### src/rtl/fifo_pkg.sv
// Shared definitions for the single- and dual-clock FIFO family: depth and
// level-width helpers plus the read-mode encoding.
package fifo_pkg;

  // FWFT parameter encoding, common to both FIFO variants
  localparam int unsigned FWFT_STD  = 0;
  localparam int unsigned FWFT_FALL = 1;

  function automatic int unsigned fifo_depth(input int unsigned addr_width);
    return 32'd1 << addr_width;
  endfunction

  // Occupancy needs one extra bit so that a full FIFO (DEPTH) is representable
  function automatic int unsigned fifo_lvl_w(input int unsigned addr_width);
    return addr_width + 1;
  endfunction

endpackage

### src/rtl/fifo_mem.sv
// FIFO storage array: synchronous write on wclk, combinational read.
module fifo_mem
  import fifo_pkg::*;
#(
  parameter int unsigned ADDR_WIDTH = 4,
  parameter int unsigned DATA_WIDTH = 32
) (
  input  logic                  wclk,
  input  logic                  wclken,
  input  logic [ADDR_WIDTH-1:0] waddr,
  input  logic [DATA_WIDTH-1:0] wdata,
  input  logic [ADDR_WIDTH-1:0] raddr,
  output logic [DATA_WIDTH-1:0] rdata
);

  localparam int unsigned DEPTH = fifo_depth(ADDR_WIDTH);

  logic [DATA_WIDTH-1:0] mem_q [DEPTH];

  always_ff @(posedge wclk) begin
    if (wclken) begin
      mem_q[waddr] <= wdata;
    end
  end

  assign rdata = mem_q[raddr];

endmodule

### src/rtl/sync_fifo_ctl.sv
// Single-clock FIFO controller: binary pointers, registered occupancy and flags,
// sticky overflow/underflow, synchronous flush and selectable fall-through read.
module sync_fifo_ctl
  import fifo_pkg::*;
#(
  parameter int unsigned ADDR_WIDTH    = 4,
  parameter int unsigned DATA_WIDTH    = 32,
  parameter int unsigned FWFT          = 0,
  parameter int unsigned AFULL_THRESH  = 12,
  parameter int unsigned AEMPTY_THRESH = 4
) (
  input  logic                  clk,
  input  logic                  rst_n,
  input  logic                  clr,
  input  logic                  winc,
  input  logic [DATA_WIDTH-1:0] wdata,
  output logic                  wfull,
  output logic                  walmost_full,
  input  logic                  rinc,
  output logic [DATA_WIDTH-1:0] rdata,
  output logic                  rempty,
  output logic                  ralmost_empty,
  output logic [ADDR_WIDTH:0]   level,
  output logic                  overflow,
  output logic                  underflow
);

  localparam int unsigned DEPTH = fifo_depth(ADDR_WIDTH);
  localparam int unsigned LVL_W = fifo_lvl_w(ADDR_WIDTH);

  localparam logic [LVL_W-1:0] DEPTH_L  = LVL_W'(DEPTH);
  localparam logic [LVL_W-1:0] AFULL_L  = LVL_W'(AFULL_THRESH);
  localparam logic [LVL_W-1:0] AEMPTY_L = LVL_W'(AEMPTY_THRESH);

  if (AFULL_THRESH < 1 || AFULL_THRESH > DEPTH - 1) begin : g_bad_afull
    $error("sync_fifo_ctl: AFULL_THRESH=%0d outside 1..%0d", AFULL_THRESH, DEPTH - 1);
  end
  if (AEMPTY_THRESH > DEPTH - 1) begin : g_bad_aempty
    $error("sync_fifo_ctl: AEMPTY_THRESH=%0d outside 0..%0d", AEMPTY_THRESH, DEPTH - 1);
  end
  if (FWFT != FWFT_STD && FWFT != FWFT_FALL) begin : g_bad_fwft
    $error("sync_fifo_ctl: FWFT=%0d is not a valid read mode", FWFT);
  end

  logic [LVL_W-1:0] wptr_q, wptr_d;
  logic [LVL_W-1:0] rptr_q, rptr_d;
  logic [LVL_W-1:0] level_q, level_d;
  logic             wfull_q, wfull_d;
  logic             afull_q, afull_d;
  logic             rempty_q, rempty_d;
  logic             aempty_q, aempty_d;
  logic             ovf_q, ovf_d;
  logic             udf_q, udf_d;

  logic                  wr_acc;
  logic                  rd_acc;
  logic                  mem_we;
  logic [DATA_WIDTH-1:0] mem_rdata;

  // Acceptance uses the registered flags, so a full FIFO lets the read win
  // and an empty FIFO lets the write win when both are requested.
  assign wr_acc = winc & ~wfull_q;
  assign rd_acc = rinc & ~rempty_q;
  assign mem_we = wr_acc & ~clr;

  always_comb begin
    wptr_d  = wptr_q;
    rptr_d  = rptr_q;
    level_d = level_q;
    ovf_d   = ovf_q;
    udf_d   = udf_q;
    if (clr) begin
      wptr_d  = '0;
      rptr_d  = '0;
      level_d = '0;
      ovf_d   = 1'b0;
      udf_d   = 1'b0;
    end else begin
      wptr_d  = wptr_q + LVL_W'(wr_acc);
      rptr_d  = rptr_q + LVL_W'(rd_acc);
      level_d = level_q + LVL_W'(wr_acc) - LVL_W'(rd_acc);
      ovf_d   = ovf_q | (winc & wfull_q);
      udf_d   = udf_q | (rinc & rempty_q);
    end
  end

  always_comb begin
    wfull_d  = (level_d == DEPTH_L);
    afull_d  = (level_d >= AFULL_L);
    rempty_d = (level_d == '0);
    aempty_d = (level_d <= AEMPTY_L);
  end

  always_ff @(posedge clk or negedge rst_n) begin
    if (!rst_n) begin
      wptr_q   <= '0;
      rptr_q   <= '0;
      level_q  <= '0;
      wfull_q  <= 1'b0;
      afull_q  <= 1'b0;
      rempty_q <= 1'b1;
      aempty_q <= 1'b1;
      ovf_q    <= 1'b0;
      udf_q    <= 1'b0;
    end else begin
      wptr_q   <= wptr_d;
      rptr_q   <= rptr_d;
      level_q  <= level_d;
      wfull_q  <= wfull_d;
      afull_q  <= afull_d;
      rempty_q <= rempty_d;
      aempty_q <= aempty_d;
      ovf_q    <= ovf_d;
      udf_q    <= udf_d;
    end
  end

  fifo_mem #(
    .ADDR_WIDTH (ADDR_WIDTH),
    .DATA_WIDTH (DATA_WIDTH)
  ) u_mem (
    .wclk   (clk),
    .wclken (mem_we),
    .waddr  (wptr_q[ADDR_WIDTH-1:0]),
    .wdata  (wdata),
    .raddr  (rptr_q[ADDR_WIDTH-1:0]),
    .rdata  (mem_rdata)
  );

  if (FWFT == FWFT_FALL) begin : g_fwft
    // Head word is presented combinationally; zero while empty keeps reset value clean
    assign rdata = rempty_q ? '0 : mem_rdata;
  end else begin : g_std
    logic [DATA_WIDTH-1:0] rdata_q, rdata_d;

    always_comb begin
      rdata_d = rdata_q;
      if (clr) begin
        rdata_d = '0;
      end else if (rd_acc) begin
        rdata_d = mem_rdata;
      end
    end

    always_ff @(posedge clk or negedge rst_n) begin
      if (!rst_n) begin
        rdata_q <= '0;
      end else begin
        rdata_q <= rdata_d;
      end
    end

    assign rdata = rdata_q;
  end

  assign wfull         = wfull_q;
  assign walmost_full  = afull_q;
  assign rempty        = rempty_q;
  assign ralmost_empty = aempty_q;
  assign level         = level_q;
  assign overflow      = ovf_q;
  assign underflow     = udf_q;

`ifndef SYNTHESIS
  a_level_matches_ptrs : assert property (@(posedge clk) disable iff (!rst_n)
    (LVL_W'(wptr_q - rptr_q) == level_q));
  a_level_bounded : assert property (@(posedge clk) disable iff (!rst_n)
    (level_q <= DEPTH_L));
  a_full_empty_exclusive : assert property (@(posedge clk) disable iff (!rst_n)
    !(wfull_q && rempty_q));
`endif

endmodule

### config.mk
export PLATFORM = sky130hd
export DESIGN_NAME = sync_fifo_ctl
export DESIGN_NICKNAME = d
export VERILOG_FILES = /design/src/rtl/fifo_pkg.sv /design/src/rtl/fifo_mem.sv /design/src/rtl/sync_fifo_ctl.sv
export SDC_FILE = /design/constraint.sdc
export NUM_CORES = 1
export LEC_CHECK = 0
export CAP_MARGIN = 20
export CORE_ASPECT_RATIO = 0.8
export CORE_MARGIN = 2
export CORE_UTILIZATION = 55
export CTS_BUF_LIST = sky130_fd_sc_hd__clkbuf_4
export CTS_CLUSTER_SIZE = 25
export DETAILED_ROUTE_END_ITERATION = 12
export PLACE_DENSITY = 0.86
export SLEW_MARGIN = 30
export SYNTH_ARGS = -nofsm -noshare
export SYNTH_HDL_FRONTEND = slang
export SYNTH_SLANG_ARGS = --single-unit
### constraint.sdc
create_clock -name clk -period 3.86 [get_ports clk]
set_input_delay 0.965 -clock clk [delete_from_list [all_inputs] [get_ports clk]]
set_output_delay 0.965 -clock clk [all_outputs]
set_load 0.005 [all_outputs]
==> summary.md, run 1 <==
| Metric | Value |
|---|---|
| CTS Sinks | between 500 and 600 |
| Vias in the first global route | approximately 12k |
| Drt first pass iters | 5 |
| Status | completed |
| Achievable clock frequency | ~350 MHz |
| Largest net degree at the start of global routing | slightly below 100 |
| Mux cell area share after synthesis | between 10% and 20% |
| Async set or reset register ratio after synthesis | 9.06% |
| Maximum root-to-sink buffer count | 3 |
| Hold WS | ~0.12 ns |
| Placer Congestion | ~0.78 |
| Crit path kind | primary input to register |
| # setup viols final | 0 |
| Lkg Pwr | 0.00825 uW |
| Area delta synth->final | 17.1% |
| Total Wirelength | roughly 50 mm |
| Period utilization | roughly three quarters |
| Max Transition Viols Final | 0 |
| #FFs+latches synth | 563 |
| Starting density of the core | a little under three fifths |
| Final Skew | between 0.04 and 0.05 ns |
| Final layout net count | ~1.3k |
| Layout cell share with drive strength beyond 1 | between 30 and 40% |
| Initial antenna violation count | 3 |
| Pre-CTS setup slack | between 0.15 and 0.2 ns |
| Number of fill cells | 2440 |
| DPL Wire Length | 28.1 mm |
| Hold Path Class | primary input to asynchronous set/reset pin |
| Syn_nets | approximately 1.1k |
| Complex-gate fraction of the synthesized area | 3.85% |
| Post-synthesis xor/xnor area fraction | 0.284% |
| Worst slew margin | between 40% and 50% |
| Clock Latency Late Sink | between 0.8 and 0.9 ns |
| Synth Area in Simple Gates | under 10% |
| FP Rows | 64 |
| Max-cap violations | 0 |
| Worst slew pin tran | about 0.75 ns |
| DR iter-0 viols | between 1k and 1.5k |
| I/O Pins | 80 |
| PD cells | about 540 nW/um^2 |
| Root Buffer | clkbuf_4 |
| Htree depth | 4 |
| Die span in x | 225 microns |
| Sequential-to-total area share from yosys stat | 77.3% |
| Post-synth EDFFs | ~510 |
| Adder-cell area share of the yosys netlist | 0.557% |
| Most frequent cells in the layout | edfxtp_1 (512), clkbuf_4 (213), mux2i_1 (97) |
| Worst Setup Start Kind | primary input |
| GRT Overall Usage | approximately 25% |
| Crit path max fanout | 5 |
| Core footprint | just under 40000 sq um |
| Post-CTS sizing | 0 |
| CP Capture Type | register |
| Worst-path clk slew | ~0.070 ns |
| CTS buffer count | ~130 |
| Setup TNS | 0 ns |
| Residual DRC | 0 |
| Most used DFF post-synth | edfxtp_1 |
| Vias/cell | ~6.2 |
| Via count | between 10k and 15k |
| CTS tree | done |
| Post-DR wirelength/cell | between 20 and 30 microns |
| Library cells used by synthesis | 39 |
| Grt ovf | 0 |
| Leading cell type in the layout, fill and taps excluded | edfxtp_1 |
| Post-CTS setup buffer count | 0 |
| Max IR drop VDD | 0.000334 V |
| Largest family of logic cells by synthesized area | multiplexers |
| DRT antenna net count | 0 |
| Fin. Hold Viols | 0 |
| Buffers on Ports | between 70 and 80 |
| Post-Syn Area | around 22000 sq um |
| Arrival @ worst endpoint | 3.56 ns |
| CTS Hold Bufs | 0 |
| Die Ht | ~180 microns |
| Syn. warnings | 0 |
| Period minus WS final | around 2.9 ns |
| RSZ-0062 raised after global routing | false |
| Cells after synthesis | 1036 |
| First-pass GRT wire length | about 73 mm |
| Mean post-synth cell area | roughly 21 sq um |
| Die area | just over 40000 sq um |
| PnR worst setup slack | 1.00 ns |
| Final core occ | between 60% and 70% |
| Critical path required time | ~4.6 ns |
[power breakdown]
group          switching (uW)  leakage (uW)  internal (uW)
Combinational             832       0.00188            871
Sequential                176       0.00528           6840
Clock                    2260       0.00108           2770
[critical path, stage by stage]
cell	delay, ns
clkdlybuf4s50_1	0.57
nor2b_1	0.24
xnor2_1	0.10
ha_1	0.22
fa_1	0.43
a21o_1	0.19
a2111oi_0	0.36
o21bai_1	0.25
nor3b_1	0.25
[synth_stat cells (11+ instances only)]
cell type | n | area share (%)
a221oi_1 | 18 | 0.73
a221oi_2 | 14 | 0.98
buf_2 | 22 | 0.51
clkbuf_1 | 18 | 0.31
dfrtp_1 | 49 | 5.7
edfxtp_1 | 512 | 71
mux2i_1 | 97 | 4.5
mux4_2 | 95 | 9.9
nand2_1 | 37 | 0.64
nor2_1 | 25 | 0.44
nor2b_1 | 11 | 0.32
o211ai_1 | 32 | 1.1
o21ai_0 | 15 | 0.35
o21ai_1 | 16 | 0.37
[worst paths after layout]
kind                          start         to  slack [ns]  depth (start not counted)
max                            rinc      wfull        1.00                          9
min reg2reg                rdata[3]   rdata[3]        0.52                          2
min                           rst_n  wptr_q[0]        0.12                          1
max in group asynchronous     rst_n     rempty        2.91                          2
max reg2reg                   wfull      wfull        1.28                          8
min in group clk           rdata[3]   rdata[3]        0.52                          2
[routing by layer]
metal	vias up	GRT usage (%)	wire, microns
met5	-	0	0
met4	0	9.43	1120
met3	82	7.63	4760
met2	681	39.2	24600
met1	5992	32.9	19100
li1	4781	-	-
[final cells by class]
cell class | count | area (sq um) | area share [%]
inverters | 5 | 18.8 | 0.0744
repair buffers | 132 | 1380 | 5.46
diodes | 3 | 7.51 | 0.0298
clock inverters | 27 | 213 | 0.843
multi-input cells | 409 | 4730 | 18.8
well taps | 495 | 619 | 2.45
flip-flops and latches | 563 | 16700 | 66.0
clock buffers | 213 | 1600 | 6.34
[cells by family (layout without fill, tap and decap cells)]
logic type	Yosys count	after routing
compound gates	105	105
fa+ha+maj	9	9
xor+xnor	7	7
simple gates	94	94
mux	194	194
flops	563	563
other cells	0	3
buf+inv	64	377
[registers in the layout, indices dropped and copies added (netlist names)]
| name | count |
|---|---|
| u_mem.mem_q | 512 |
| walmost_full | 1 |
| rempty | 1 |
| level | 5 |
| rptr_q | 4 |
| underflow | 1 |
| wptr_q | 4 |
| rdata | 32 |
| overflow | 1 |
| ralmost_empty | 1 |
| wfull | 1 |
[through the flow]
stage / cells / total power [uW] / area (sq um)
after CTS: 1843 / 13800 / 25200
final: 1847 / 13700 / 25200
after global routing: 1846 / 14300 / 25200
after floorplan: 1036 / 8140 / 21600
after global placement: 1603 / 8760 / 23400
after detailed placement: 1603 / 8830 / 23400
(Power assumes the default switching activity.)
==> run 2, diff against run 1 <==
PLACE_DENSITY = 0.83   (was 0.86)
clock period = 2.9 ns   (was 3.86 ns; I/O delays follow)
==> summary.md, run 2 (synthesis results as in run 1) <==
| Metric | Value |
|---|---|
| Status | completed |
| Comb pwr share | 12.7% |
| Final Skew | ~0.047 ns |
| Placed Instances | between 1.5k and 2k |
| Die span in x | ~230 microns |
| Worst r2r dst | walmost_full |
| Hold Path Class | primary input to asynchronous set/reset pin |
| Slowest-stage cell, CP | dfstp_2 |
| Critical path required time | between 2 and 2.5 ns |
| DPL Wire Length | 27.9 mm |
| Buffers on Ports | 79 |
| Most frequent cells in the layout | edfxtp_1 (512), clkbuf_4 (202), mux2i_1 (97) |
| Die Ht | between 150 and 200 microns |
| Sw power | ~4400 uW |
| FP Rows | 64 |
| Area of the multi-input gates | roughly 4700 sq um |
| CTS Sinks | around 560 |
| Clock Latency Late Sink | 0.84 ns |
| Vias/cell | around 6 |
| Maximum root-to-sink buffer count | 3 |
| Flop2flop setup slack | about 0.42 ns |
| Grt ovf | 0 |
| Sw Ratio | between 20% and 30% |
| First-pass GRT wire length | approximately 72 mm |
| Max IR drop VDD | about 0.00044 V |
| Reg area | 16700 sq um |
| Total Wirelength | slightly below 50 mm |
| Vias in the first global route | around 12k |
| Arrival @ worst endpoint | around 1.9 ns |
| Lkg Pwr | about 0.0083 uW |
| CTS buffer count | about 140 |
| DR iter-0 viols | about 1.2k |
| Die area | 40800 sq um |
| Drt first pass iters | 5 |
| Area delta synth->final | 18.4% |
| Starting density of the core | about 56% |
| CTS tree | done |
| RSZ-0062 raised after global routing | false |
| DRT antenna net count | 0 |
| Period utilization | 90.6% |
| PD cells | ~700 nW/um^2 |
| Worst slew pin tran | about 0.63 ns |
| CP cell instances | clkdlybuf4s50_1 |
| CP peak stage delay | roughly 0.58 ns |
| Via count | between 10k and 15k |
| Worst-path clk slew | 0.07 ns |
| Achievable clock frequency | about 380 MHz |
| Max-cap violations | 0 |
| Largest reg by FF count | u_mem.mem_q |
| Cells on worst reg2reg path | 9 |
| CP bufs+invs | 1 |
| Htree depth | 4 |
| Worst R2R Start | rempty |
| Flip-flop count of the largest register after layout | 512 |
| Final layout net count | ~1.3k |
| Post-CTS setup buffer count | 0 |
| CP Capture Type | output port |
| Crit path kind | register to output port |
| Residual DRC | 0 |
| Cell family with most CP delay | flip-flops |
| Worst slew margin | between 50% and 60% |
| Root Buffer | clkbuf_4 |
| Clock power frac | 36.3% |
| Non-Filler Instances | about 1.9k |
| I/O Pins | 80 |
| PnR worst setup slack | 0.271 ns |
| Period minus WS final | approximately 2.6 ns |
| # setup viols final | 0 |
| Max Transition Viols Final | 0 |
| Layout cell share with drive strength beyond 1 | 31.1% |
| Post-DR wirelength/cell | ~26 microns |
| Largest net degree at the start of global routing | a little under 60 |
| Placer Congestion | 0.773 |
| Fin. Hold Viols | 0 |
| Internal Pwr Total | ~14000 uW |
| Core footprint | slightly below 40000 sq um |
| Initial antenna violation count | 1 |
| Number of fill cells | ~2.5k |
| Worst Setup Start Kind | register |
| GRT Overall Usage | approximately a quarter |
| Pre-CTS setup slack | -0.323 ns |
| Leading cell type in the layout, fill and taps excluded | edfxtp_1 |
| Crit path max fanout | 5 |
| Seq pwr share | 51.0% |
## run 2: changes by cell type in the layout (fill, tap and decap cells not counted), sizes merged
| cell | change |
|---|---|
| inv | +2 |
| clkinvlp | +3 |
| diode | -1 |
| clkbuf | -11 |
| dlygate4sd3 | +1 |
| buf | +12 |
| clkinv | +7 |
## run 2: final cells by class
cell class,count,share of cell area [%]
antenna,2,0.0196
clock buffer,202,5.94
clock inverter,39,1.08
inverter,5,0.0735
multi-input combinational,409,18.5
sequential,563,65.3
tap,495,2.43
timing repair buffer,145,6.63
## run 2: repair_timing
action	CTS	global route
hold endpoints to repair	11	0
resized for setup	0	0
hold buffers	1	0
## run 2: stage by stage
stage | setup TNS, ns | total power (uW) | util, % | hold WS [ns] | cell area, sq um
after floorplan | -101.06 | 10800 | - | 0.429 | 21600
after global placement | -15.10 | 11700 | 61.6 | 0.482 | 23700
final | 0 | 18300 | 66.4 | 0.361 | 25500
after detailed placement | -16.93 | 11800 | 61.7 | 0.504 | 23700
after global routing | 0 | 19000 | 66.4 | 0.338 | 25500
after CTS | 0 | 18500 | 66.4 | 0.304 | 25500
## run 2: worst max path at each step
stage / to / cells after the start / start
after CTS: rempty / 1 / rempty
final: rempty / 1 / rempty
after detailed placement: walmost_full / 10 / rinc
after global routing: rempty / 1 / rempty
after global placement: walmost_full / 10 / rinc
after floorplan: u_mem.mem_q[12][0] / 3 / clr
## run 2: power by group through the flow
stage	sequential [uW]	combinational, uW	clock [uW]
final	9320	2330	6630
after global routing	9340	2520	7160
after CTS	9320	2350	6780
after detailed placement	9490	2340	0
after global placement	9480	2240	0
after floorplan	9380	1450	0
## run 2: worst register-to-register path: cells and delay by family, from the launching register on
family / cells / cell delay [ns]
xor gates and xnor gates: 1 / 0.13
and+or+nand+nor: 1 / 0.08
AOI/OAI and AO/OA: 4 / 0.83
buffers and inverters: 1 / 0.16
DFF: 1 / 0.58
adders and majority gates: 2 / 0.64
## run 2: layer usage
metal / track usage, % / up-vias / wire (microns)
met2: 38.9 / 610 / 23700
met1: 33.4 / 5929 / 19000
met3: 6.51 / 85 / 4470
li1: - / 4810 / -
met5: 0 / - / 0
met4: 8.45 / 0 / 954
==> patch, RTL diff (config.mk and constraints of run 1) <==
`DATA_WIDTH` is set to 32 in 2 places; all go to 28.
--- a/src/rtl/fifo_mem.sv
+++ b/src/rtl/fifo_mem.sv
@@ -4,5 +4,5 @@
 #(
   parameter int unsigned ADDR_WIDTH = 4,
-  parameter int unsigned DATA_WIDTH = 32
+  parameter int unsigned DATA_WIDTH = 28
 ) (
   input  logic                  wclk,
--- a/src/rtl/sync_fifo_ctl.sv
+++ b/src/rtl/sync_fifo_ctl.sv
@@ -5,5 +5,5 @@
 #(
   parameter int unsigned ADDR_WIDTH    = 4,
-  parameter int unsigned DATA_WIDTH    = 32,
+  parameter int unsigned DATA_WIDTH    = 28,
   parameter int unsigned FWFT          = 0,
   parameter int unsigned AFULL_THRESH  = 12,
Interface: changed (resized rdata and wdata); port bits go from 80 to 72. No check against the original RTL was run, so the function may have changed too.
==> patch against run 1 <==
- worst setup slack worse by 6.4 ps
- first-iteration DRC count is 25% lower
- wire length is 16% lower
- total power is 14% lower
- combinational power is 15% lower
- clock skew is 37 ps higher
- design area is 13% lower
- utilization is 0.43 points lower
- area after synthesis is 12% lower
- sequential cell count is 68 lower
- critical path type unchanged
==> patch: results (changes against run 1) <==
EDFF count, synth -> 448 (-13%)
Static Leak -> 7.20 nW (-13%)
Post-Syn Area per Cell -> 20.6 um2 (-1.0%)
Slew @ Worst Pin -> 859 ps (+104 ps)
Port Buf Inserts -> 71 (-10%)
Final #Nets -> 1146 (-11%)
die footprint -> 0.0360 mm2 (-12%)
Post-synth ARST share -> 0.0949 (+0.00436)
post-synthesis compound-gate area fraction -> 0.0369 (-0.00163)
Global Route Usage Sum -> 0.242 (-0.00613)
outcome -> finished clean
largest fanout on the critical path -> 5 (unchanged)
max FFs per register -> 448 (-13%)
clk_skew -> 80.9 ps (+36.7 ps)
# fillers -> 2198 (-9.9%)
slowest stage cell, crit path -> clkdlybuf4s50_1
initial antenna violation count -> 1 (-2)
drt initial violations -> 1040 (-25%)
DR vias -> 9961 (-14%)
vias in the first global route -> 10633 (-11%)
CP Data Arrival Time -> 3510 ps (-50 ps)
CTS buffer count -> 114 (-14%)
gpl congestion -> 0.781 (+0.61%)
Seq/Total Area, Yosys -> 0.772 (about the same)
largest net degree at the start of global routing -> 48 (-51%)
Routed WL -> 41.7 mm (-16%)
drt pass-1 iters -> 5 (unchanged)
top cells by area, synth -> edfxtp_1, mux4_2, dfrtp_1, mux2i_1, a221oi_1
post-synth net total -> 962 (-11%)
maximum VDD drop -> 330 uV (-1.4%)
placed cells -> 1422 (-11%)
Adder-Cell Fraction of Synth Area -> 0.00634 (+0.000767)
Post-DP HPWL -> 23.2 mm (-17%)
slowest stage delay, CP -> 530 ps (-40 ps)
Cell variety after synth -> 41 (+5.1%)
final std cells w/o fill -> 1638 (-11%)
Skew-Pair Late Insertion Delay -> 810 ps (-20 ps)
xor and xnor area share after synthesis -> 0.00324 (+0.000392)
htree depth -> 3 (-1)
fraction of layout cells with a size suffix above 1 -> 0.294 (-0.0126)
first-pass GRT wire length -> 63.5 mm (-13%)
Post-synth top cells -> edfxtp_1, mux2i_1, mux4_2
fraction of synthesized area in multiplexers -> 0.144 (-0.00171)
Initial Util -> 0.561 (about the same)
==> patch: changes by cell type in the layout (fill, tap and decap cells not counted), sizes merged, moves of 8 or more <==
cell / delta
mux2i: -13
edfxtp: -64
clkbuf: -32
clkdlybuf4s50: -8
mux4: -12
clkinv: +11
==> patch: final timing paths <==
check,to,slack [ps],depth (start not counted),start
max,wfull,1000,9,rinc
min,rdata[13],110,1,rst_n
max reg2reg,rdata[19],1170,5,rptr_q[0]
min reg2reg,overflow,500,2,overflow
max in group asynchronous,rdata[24],2740,2,rst_n
min in group clk,overflow,500,2,overflow
==> patch: through the flow <==
stage | setup slack [ps] | util | area, um2
after floorplan | 86.6 | - | 19000
after global placement | 239 | 0.606 | 20500
after detailed placement | 246 | 0.607 | 20500
after CTS | 1010 | 0.652 | 22000
after global routing | 852 | 0.652 | 22000
final | 996 | 0.652 | 22000
==> patch: logic make-up (layout without fill, tap and decap cells) <==
family	Yosys count	after routing
other	0	1
XOR/XNOR	7	7
buffers and inverters	56	339
AND/OR/NAND/NOR	90	90
multiplexers	168	168
adder cells (fa/ha/maj)	9	9
flip-flops	495	495
AO/OA/AOI/OAI	95	95
==> patch: cell type report <==
type | instances | area, um2 | area share
Antenna cell | 1 | 2.50 | 0.000114
Clock buffer | 181 | 1360 | 0.0617
Clock inverter | 34 | 158 | 0.00716
Inverter | 5 | 18.8 | 0.000852
Multi-Input combinational cell | 369 | 4160 | 0.189
Sequential cell | 495 | 14600 | 0.665
Tap cell | 434 | 543 | 0.0246
Timing Repair Buffer | 119 | 1150 | 0.0521
==> patch: worst register-to-register path: stages (launching register included) <==
cell and delay [ps]:
dfrtp_4 890, and2_1 820, buf_4 340, a221oi_1 110, o21ai_0 200, o211ai_1 170
==> patch: power breakdown <==
part / internal (mW) / total (mW) / switching [mW]
sequential: 6.02 / 6.19 / 0.175
clock: 2.14 / 4.17 / 2.03
combinational: 0.765 / 1.45 / 0.690
total: 8.92 / 11.8 / 2.89
==> patch: metal layers <==
| layer | wire [um] | vias to the layer above | global-route usage |
|---|---|---|---|
| met3 | 3770 | 82 | 0.0616 |
| met1 | 16500 | 5072 | 0.328 |
| met5 | 0 | - | 0 |
| li1 | - | 4224 | - |
| met4 | 907 | 0 | 0.0891 |
| met2 | 20500 | 583 | 0.386 |
